**src/rtl/i3c_ram_1p_arb_pkg.sv**
```systemverilog
// Shared types for the I3C single-port RAM arbiter.
//   state_e : sequencer states (array initialisation, normal operation)
//   port_e  : requester identity carried with each in-flight read
//   tag_t   : one entry of the read-response routing shift register
package i3c_ram_1p_arb_pkg;

  typedef enum logic {
    StInit = 1'b0,
    StRun  = 1'b1
  } state_e;

  typedef enum logic {
    PortA = 1'b0,
    PortB = 1'b1
  } port_e;

  typedef struct packed {
    logic  valid;
    port_e port;
  } tag_t;

  localparam int ErrCntW = 16;

endpackage

```
**src/rtl/i3c_ram_1p_arb.sv**
```systemverilog
// Two-requester arbiter and sequencer for a parity-protected single-port RAM.
// After reset the whole array is zero-filled (optional) so every word holds
// valid parity; afterwards requesters A and B share the RAM port round-robin.
// Read responses are steered back to the issuing requester and responses that
// carry a parity error are counted in a saturating counter.
//
// Ports:
//   clk_i, rst_i              clock, synchronous active-high reset
//   {a,b}_req_i / _gnt_o      request / grant handshake (accept = req & gnt)
//   {a,b}_write_i, _addr_i,
//   _wdata_i, _wmask_i        request fields, held stable until granted
//   {a,b}_rvalid_o, _rerror_o read response strobe and error flags
//   rdata_o                   shared read data, qualified by a/b_rvalid_o
//   ram_*_o / ram_*_i         RAM wrapper request and response ports
//   init_done_o               high once the array is initialised
//   err_cnt_o, err_clr_i      parity-error count and its clear
module i3c_ram_1p_arb
  import i3c_ram_1p_arb_pkg::*;
#(
  parameter int Depth       = 512,
  parameter int Width       = 32,
  parameter int ReadLatency = 1,
  parameter bit InitOnReset = 1'b1,
  parameter int Aw          = (Depth > 1) ? $clog2(Depth) : 1
) (
  input  logic               clk_i,
  input  logic               rst_i,

  input  logic               a_req_i,
  output logic               a_gnt_o,
  input  logic               a_write_i,
  input  logic [Aw-1:0]      a_addr_i,
  input  logic [Width-1:0]   a_wdata_i,
  input  logic [Width-1:0]   a_wmask_i,
  output logic               a_rvalid_o,
  output logic [1:0]         a_rerror_o,

  input  logic               b_req_i,
  output logic               b_gnt_o,
  input  logic               b_write_i,
  input  logic [Aw-1:0]      b_addr_i,
  input  logic [Width-1:0]   b_wdata_i,
  input  logic [Width-1:0]   b_wmask_i,
  output logic               b_rvalid_o,
  output logic [1:0]         b_rerror_o,

  output logic [Width-1:0]   rdata_o,

  output logic               ram_req_o,
  output logic               ram_write_o,
  output logic [Aw-1:0]      ram_addr_o,
  output logic [Width-1:0]   ram_wdata_o,
  output logic [Width-1:0]   ram_wmask_o,
  input  logic [Width-1:0]   ram_rdata_i,
  input  logic               ram_rvalid_i,
  input  logic [1:0]         ram_rerror_i,

  output logic               init_done_o,
  output logic [ErrCntW-1:0] err_cnt_o,
  input  logic               err_clr_i
);

  localparam logic [Aw-1:0] InitLast = Aw'(Depth - 1);

  function automatic logic [ErrCntW-1:0] sat_inc(input logic [ErrCntW-1:0] v);
    return (&v) ? v : v + ErrCntW'(1);
  endfunction

  state_e               state_q, state_d;
  logic [Aw-1:0]        init_cnt_q;
  port_e                last_q;
  tag_t                 tag_p [ReadLatency];
  tag_t                 tail;
  logic [ErrCntW-1:0]   err_cnt_q, err_cnt_d;
  logic                 a_gnt, b_gnt, acc_read, err_inc;

  // Request side: init sequencer or round-robin grant, RAM port mux.
  // Everything is held idle while rst_i is high so the port reads as
  // quiescent during reset regardless of the state register.
  always_comb begin
    state_d     = state_q;
    a_gnt       = 1'b0;
    b_gnt       = 1'b0;
    ram_req_o   = 1'b0;
    ram_write_o = 1'b0;
    ram_addr_o  = '0;
    ram_wdata_o = '0;
    ram_wmask_o = '0;
    if (!rst_i) begin
      case (state_q)
        StInit: begin
          ram_req_o   = 1'b1;
          ram_write_o = 1'b1;
          ram_addr_o  = init_cnt_q;
          ram_wmask_o = '1;
          if (init_cnt_q == InitLast) state_d = StRun;
        end
        StRun: begin
          // On conflict the requester not granted most recently wins.
          a_gnt = a_req_i & (~b_req_i | (last_q == PortB));
          b_gnt = b_req_i & ~a_gnt;
          if (a_gnt) begin
            ram_req_o   = 1'b1;
            ram_write_o = a_write_i;
            ram_addr_o  = a_addr_i;
            ram_wdata_o = a_wdata_i;
            ram_wmask_o = a_wmask_i;
          end else if (b_gnt) begin
            ram_req_o   = 1'b1;
            ram_write_o = b_write_i;
            ram_addr_o  = b_addr_i;
            ram_wdata_o = b_wdata_i;
            ram_wmask_o = b_wmask_i;
          end
        end
      endcase
    end
  end

  assign a_gnt_o     = a_gnt;
  assign b_gnt_o     = b_gnt;
  assign init_done_o = (state_q == StRun) & ~rst_i;
  assign acc_read    = (a_gnt & ~a_write_i) | (b_gnt & ~b_write_i);

  always_ff @(posedge clk_i) begin
    if (rst_i) begin
      state_q    <= InitOnReset ? StInit : StRun;
      init_cnt_q <= '0;
      last_q     <= PortB;
      err_cnt_q  <= '0;
      for (int i = 0; i < ReadLatency; i++) tag_p[i] <= '0;
    end else begin
      state_q <= state_d;
      if (state_q == StInit) init_cnt_q <= init_cnt_q + Aw'(1);
      if (a_gnt)      last_q <= PortA;
      else if (b_gnt) last_q <= PortB;
      err_cnt_q <= err_cnt_d;
      // Tag stage 0: one entry per cycle, writes and idle cycles insert valid=0.
      tag_p[0] <= '{valid: acc_read, port: (b_gnt ? PortB : PortA)};
      for (int i = 1; i < ReadLatency; i++) tag_p[i] <= tag_p[i-1];
    end
  end

  // Response side: the tail tag lines up with the RAM response of the same read.
  assign tail       = tag_p[ReadLatency-1];
  assign a_rvalid_o = ram_rvalid_i & tail.valid & (tail.port == PortA);
  assign b_rvalid_o = ram_rvalid_i & tail.valid & (tail.port == PortB);
  assign a_rerror_o = a_rvalid_o ? ram_rerror_i : 2'b00;
  assign b_rerror_o = b_rvalid_o ? ram_rerror_i : 2'b00;
  assign rdata_o    = ram_rdata_i;

  // A clear that coincides with an error keeps that error, so the count is 1.
  assign err_inc   = (a_rvalid_o | b_rvalid_o) & (|ram_rerror_i);
  assign err_cnt_d = err_clr_i ? ErrCntW'(err_inc)
                   : (err_inc ? sat_inc(err_cnt_q) : err_cnt_q);
  assign err_cnt_o = err_cnt_q;

  // A RAM response with no read in flight means the RAM and this block disagree.
  rvalid_has_tag: assert property (@(posedge clk_i) disable iff (rst_i)
                                   ram_rvalid_i |-> tail.valid);

endmodule

```
**config.mk**
```make
export PLATFORM = sky130hd
export DESIGN_NAME = i3c_ram_1p_arb
export DESIGN_NICKNAME = d
export VERILOG_FILES = /design/src/rtl/i3c_ram_1p_arb_pkg.sv /design/src/rtl/i3c_ram_1p_arb.sv
export SDC_FILE = /design/constraint.sdc
export NUM_CORES = 1
export LEC_CHECK = 0
export ABC_AREA = 1
export CORE_AREA = 2 2 125 127
export CTS_CLUSTER_SIZE = 20
export DETAILED_ROUTE_END_ITERATION = 8
export DIE_AREA = 0 0 127 129
export PLACE_DENSITY = 0.58
export REMOVE_ABC_BUFFERS = 1
export SLEW_MARGIN = 20
export SYNTH_ARGS = -nofsm -noshare
export SYNTH_HDL_FRONTEND = slang
export SYNTH_SLANG_ARGS = --single-unit
```
**constraint.sdc**
```tcl
create_clock -name clk_i -period 2.8 [get_ports clk_i]
set_clock_uncertainty 0.2 [all_clocks]
set_input_delay 0.42 -clock clk_i [delete_from_list [all_inputs] [get_ports clk_i]]
set_output_delay 0.42 -clock clk_i [all_outputs]
set_load 0.005 [all_outputs]
```
==> impl_results.md <==
* Post-route DRC at 0
* Net switching share of the total power at 0.2311
* Leakage power of the design at 2.791 nW
* # port buffers at 255
* Status: complete, no violations
* WHS at 0.3126 ns
* Worst path max stage delay at 0.49 ns
* CP Launch Point: a_req_i
* Routed vias/inst at 4.394
* Number of nets in the final layout at 968
* Pwr dens at 226.7 nW/um^2
* Hold Path Origin: init_cnt_q[0]
* Post-detailed-routing wire length at 16010 um
* Post-placement cell count at 940
* Detail Route Antenna Nets at 0
* Max-cap check violation count at 0
* TritonCTS buffer count at 5
* Via total after detailed routing at 4245
* Cell Int Power at 1.073 mW
* Worst Max-Slew Pin Slew at 0.3494 ns
* Core Area at 14980 um^2
* Pin count of the biggest net entering global routing at 42
* Number of iterations in the first detailed-routing pass at 4
* Area share of the largest cell type after synthesis at 0.1971
* Buffers and inverters on the worst path at 6
* Share of cells above drive strength 1 at 0.09769
* Post-synthesis to final-layout area growth at 95.94%
* Combinational power share at 0.299
* Slowest stage cell, crit path: clkdlybuf4s50_1
* Dominant cells by area after synthesis: nand2_1 20%, dfxtp_1 18%, nand3_1 10%
* Die Span X at 127 um
* Filler cell count at 1582
* Synth Flop Type: dfxtp_1
* Maximum fanout encountered on the critical timing path at 4
* Clock network fraction of total power at 0.397
* Endpoints failing setup at 0
* Root buffer selected by CTS: clkbuf_16
* Count of standard-cell rows at 45
* Arrival time at the worst endpoint at 2.10 ns
* Mapped Area at 3143 um^2
* Maximum root-to-sink buffer count at 2
* Maximum resistive drop on vdd at 249.2 uV
* RSZ-0062 raised after global routing: yes
* Proportion of synthesized flip-flops having asynchronous set or reset at 0
* TritonCTS clock tree: done
* Clock sink count at 29
* Wire length of the first global-routing pass at 22220 um
* Antenna violations before repair at 0
* Layout Cells excl Fill at 966
* Number of enable-type register cells in the synthesized netlist at 0
* Count of state elements after synthesis at 29
* Avg WL per Cell at 16.57 um
* HPWL after DPL at 12440 um
* Effective utilization at floorplan at 0.2099
* Largest delay contributor family on the critical path: buffers and inverters
* Startpoint Class: input pin
* Final global-route overflow total at 0
* Inserted Diodes at 0
* WHS Endpoint: init_cnt_q[0]
* Vias in the first global route at 3933
* Clock period minus worst slack at 2.722 ns
* Routability congestion estimate at 0.8798
* Clock transition at the registers of the reported paths at 0.05 ns
* Synth unique cells at 36
* Worst reg2reg path depth at 8
* Highest metal used: met5
* Final hold violation count at 0
* Worst slew margin relative to its limit at 0.7671
* Type of the worst min-delay path: flip-flop to flip-flop
* Required time at the worst-slack endpoint at 2.18 ns
* Worst-skew pair later-pin latency at 0.27 ns
* Hold path depth at 2
* Count of synthesis-stage warnings from yosys at 0
* Most frequently used cell type in the post-synthesis netlist: nand2_1
* Maximum operating frequency at 367.4 MHz
* Max-slew violation count at 0
* Crit. End Element: output pin
* Number of buffers added to fix hold violations after cts at 0
* Final period utilization at 0.9721
* Crit Reg-Reg Endpoint: err_cnt_o[1]
* DR WL met2 at 7425 um
* Io pins at 320
* Mean Syn Cell Area at 5.875 um^2
* Worst reg2reg setup slack at 1.03 ns
* Source of the worst register-to-register timing path: err_cnt_o[0]
* CTS H-tree lvls at 2
* Wire length on met3 at 1876 um
* Global routing usage summed across all routing layers at 0.1754
* Die Outline Area at 16380 um^2
* Die Ht at 129 um
* Commonest cells post-synth: 165 x nand2_1, 65 x nand3_1, 64 x inv_1
* Cell taking the most area after synthesis: nand2_1
* Register area share after synthesis at 0.1847
* Post-synthesis instance total at 535
* Critical Setup Path Class: input pin to output pin
* Routed metal-1 wire length at 6313 um
* First DRT Iteration DRCs at 196
* Sequential share of power at 0.304
* Cell chain of the critical path: clkdlybuf4s50_1 -> inv_2 -> nor2_4 -> nor2_4 -> buf_12 -> buf_4 -> nand2_1 -> nand3_1 -> nand2_1 -> inv_1 -> clkdlybuf4s50_1
* Sw Pwr at 322.6 uW
state kept, by name, indices dropped and copies added, names as in the netlist:
name        count
err_cnt_o      16
init_cnt_q      9
last_q          1
state_q         1
tag_p           2
metrics by stage:
stage / total power [mW] / setup slack [ns] / setup TNS, ns / utilization / instance area [um^2]
floorplan: 0.5164 / -0.07099 / -2.310 / - / 2766
global placement: 0.8389 / -0.1076 / -2.986 / 0.3856 / 5776
detailed placement: 0.8387 / -0.09670 / -3.407 / 0.3856 / 5776
CTS: 1.392 / 0.0001643 / 0 / 0.3980 / 5961
global route: 1.468 / -0.03462 / -0.03778 / 0.4112 / 6158
finish: 1.396 / 0.07825 / 0 / 0.4112 / 6158
area by class of cell:
| type | instances | area, um^2 | area share |
|---|---|---|---|
| flip-flops and latches | 29 | 581.8 | 0.09447 |
| inverters | 71 | 276.5 | 0.04490 |
| repair buffers | 294 | 2985 | 0.4848 |
| multi-input cells | 376 | 1922 | 0.3121 |
| well taps | 188 | 235.2 | 0.03820 |
| clock inverters | 1 | 5.005 | 0.0008127 |
| clock buffers | 7 | 152.6 | 0.02479 |
metal layers:
metal / vias to the layer above / GRT usage
met2: 188 / 0.2938
met3: 20 / 0.09522
li1: 2177 / -
met4: 2 / 0.04202
met5: - / 0.04706
met1: 1858 / 0.1927
power groups by stage:
stage / Clock [mW] / Sequential, mW / Combinational, mW
floorplan: 0 / 0.430 / 0.0860
global placement: 0 / 0.432 / 0.407
CTS: 0.577 / 0.424 / 0.392
global route: 0.594 / 0.424 / 0.450
detailed placement: 0 / 0.432 / 0.406
finish: 0.555 / 0.424 / 0.417
how the worst max path moves through the flow:
stage	slack, ns	cells after the start	to
after floorplan	-0.07	5	ram_wdata_o[0]
after global placement	-0.11	10	ram_wdata_o[24]
after detailed placement	-0.1	10	ram_wdata_o[24]
after CTS	0.0002	10	ram_wmask_o[5]
after global routing	-0.03	10	ram_wmask_o[5]
final	0.08	11	ram_wmask_o[18]
cells by family after synthesis:
group,count (synthesis),synth area share
AND/OR/NAND/NOR,295,0.4156
flip-flops,29,0.1847
buffers and inverters,130,0.2054
XOR/XNOR,6,0.01672
AO/OA/AOI/OAI,72,0.1656
adder cells (fa/ha/maj),3,0.01194
worst reg2reg max path, delay by kind of cell, from the launching register on:
family	cells	cell delay (ns)
fa+ha+maj	1	0.24
buf+inv	1	0.06
flops	1	0.41
compound gates	1	0.18
simple gates	5	0.58
cell usage in the layout, fill, tap and decap left out, types with 2 or more instances in the layout:
master / n
a21oi_1: 17
a22o_1: 32
buf_12: 7
buf_4: 25
clkbuf_16: 9
clkbuf_8: 2
clkdlybuf4s15_1: 2
clkdlybuf4s50_1: 197
dfxtp_1: 28
dlygate4sd2_1: 53
dlymetal6s2s_1: 2
ha_1: 3
inv_1: 63
inv_2: 4
inv_4: 2
nand2_1: 165
nand2_2: 4
nand2_4: 3
nand3_1: 65
nand4_1: 3
nor2_1: 36
nor2_2: 2
nor2_4: 6
nor3_1: 7
o211ai_1: 7
o21ai_0: 8
o21ai_2: 2
o21bai_1: 2
xnor2_1: 3
xor2_1: 3
what timing repair did:
item,CTS,global route
pin swaps,0,3
gates resized for setup,62,9
gates cloned,2,4
setup endpoints to repair,73,23
setup buffers,3,9
Note: power is estimated with default switching activity, not from simulation.
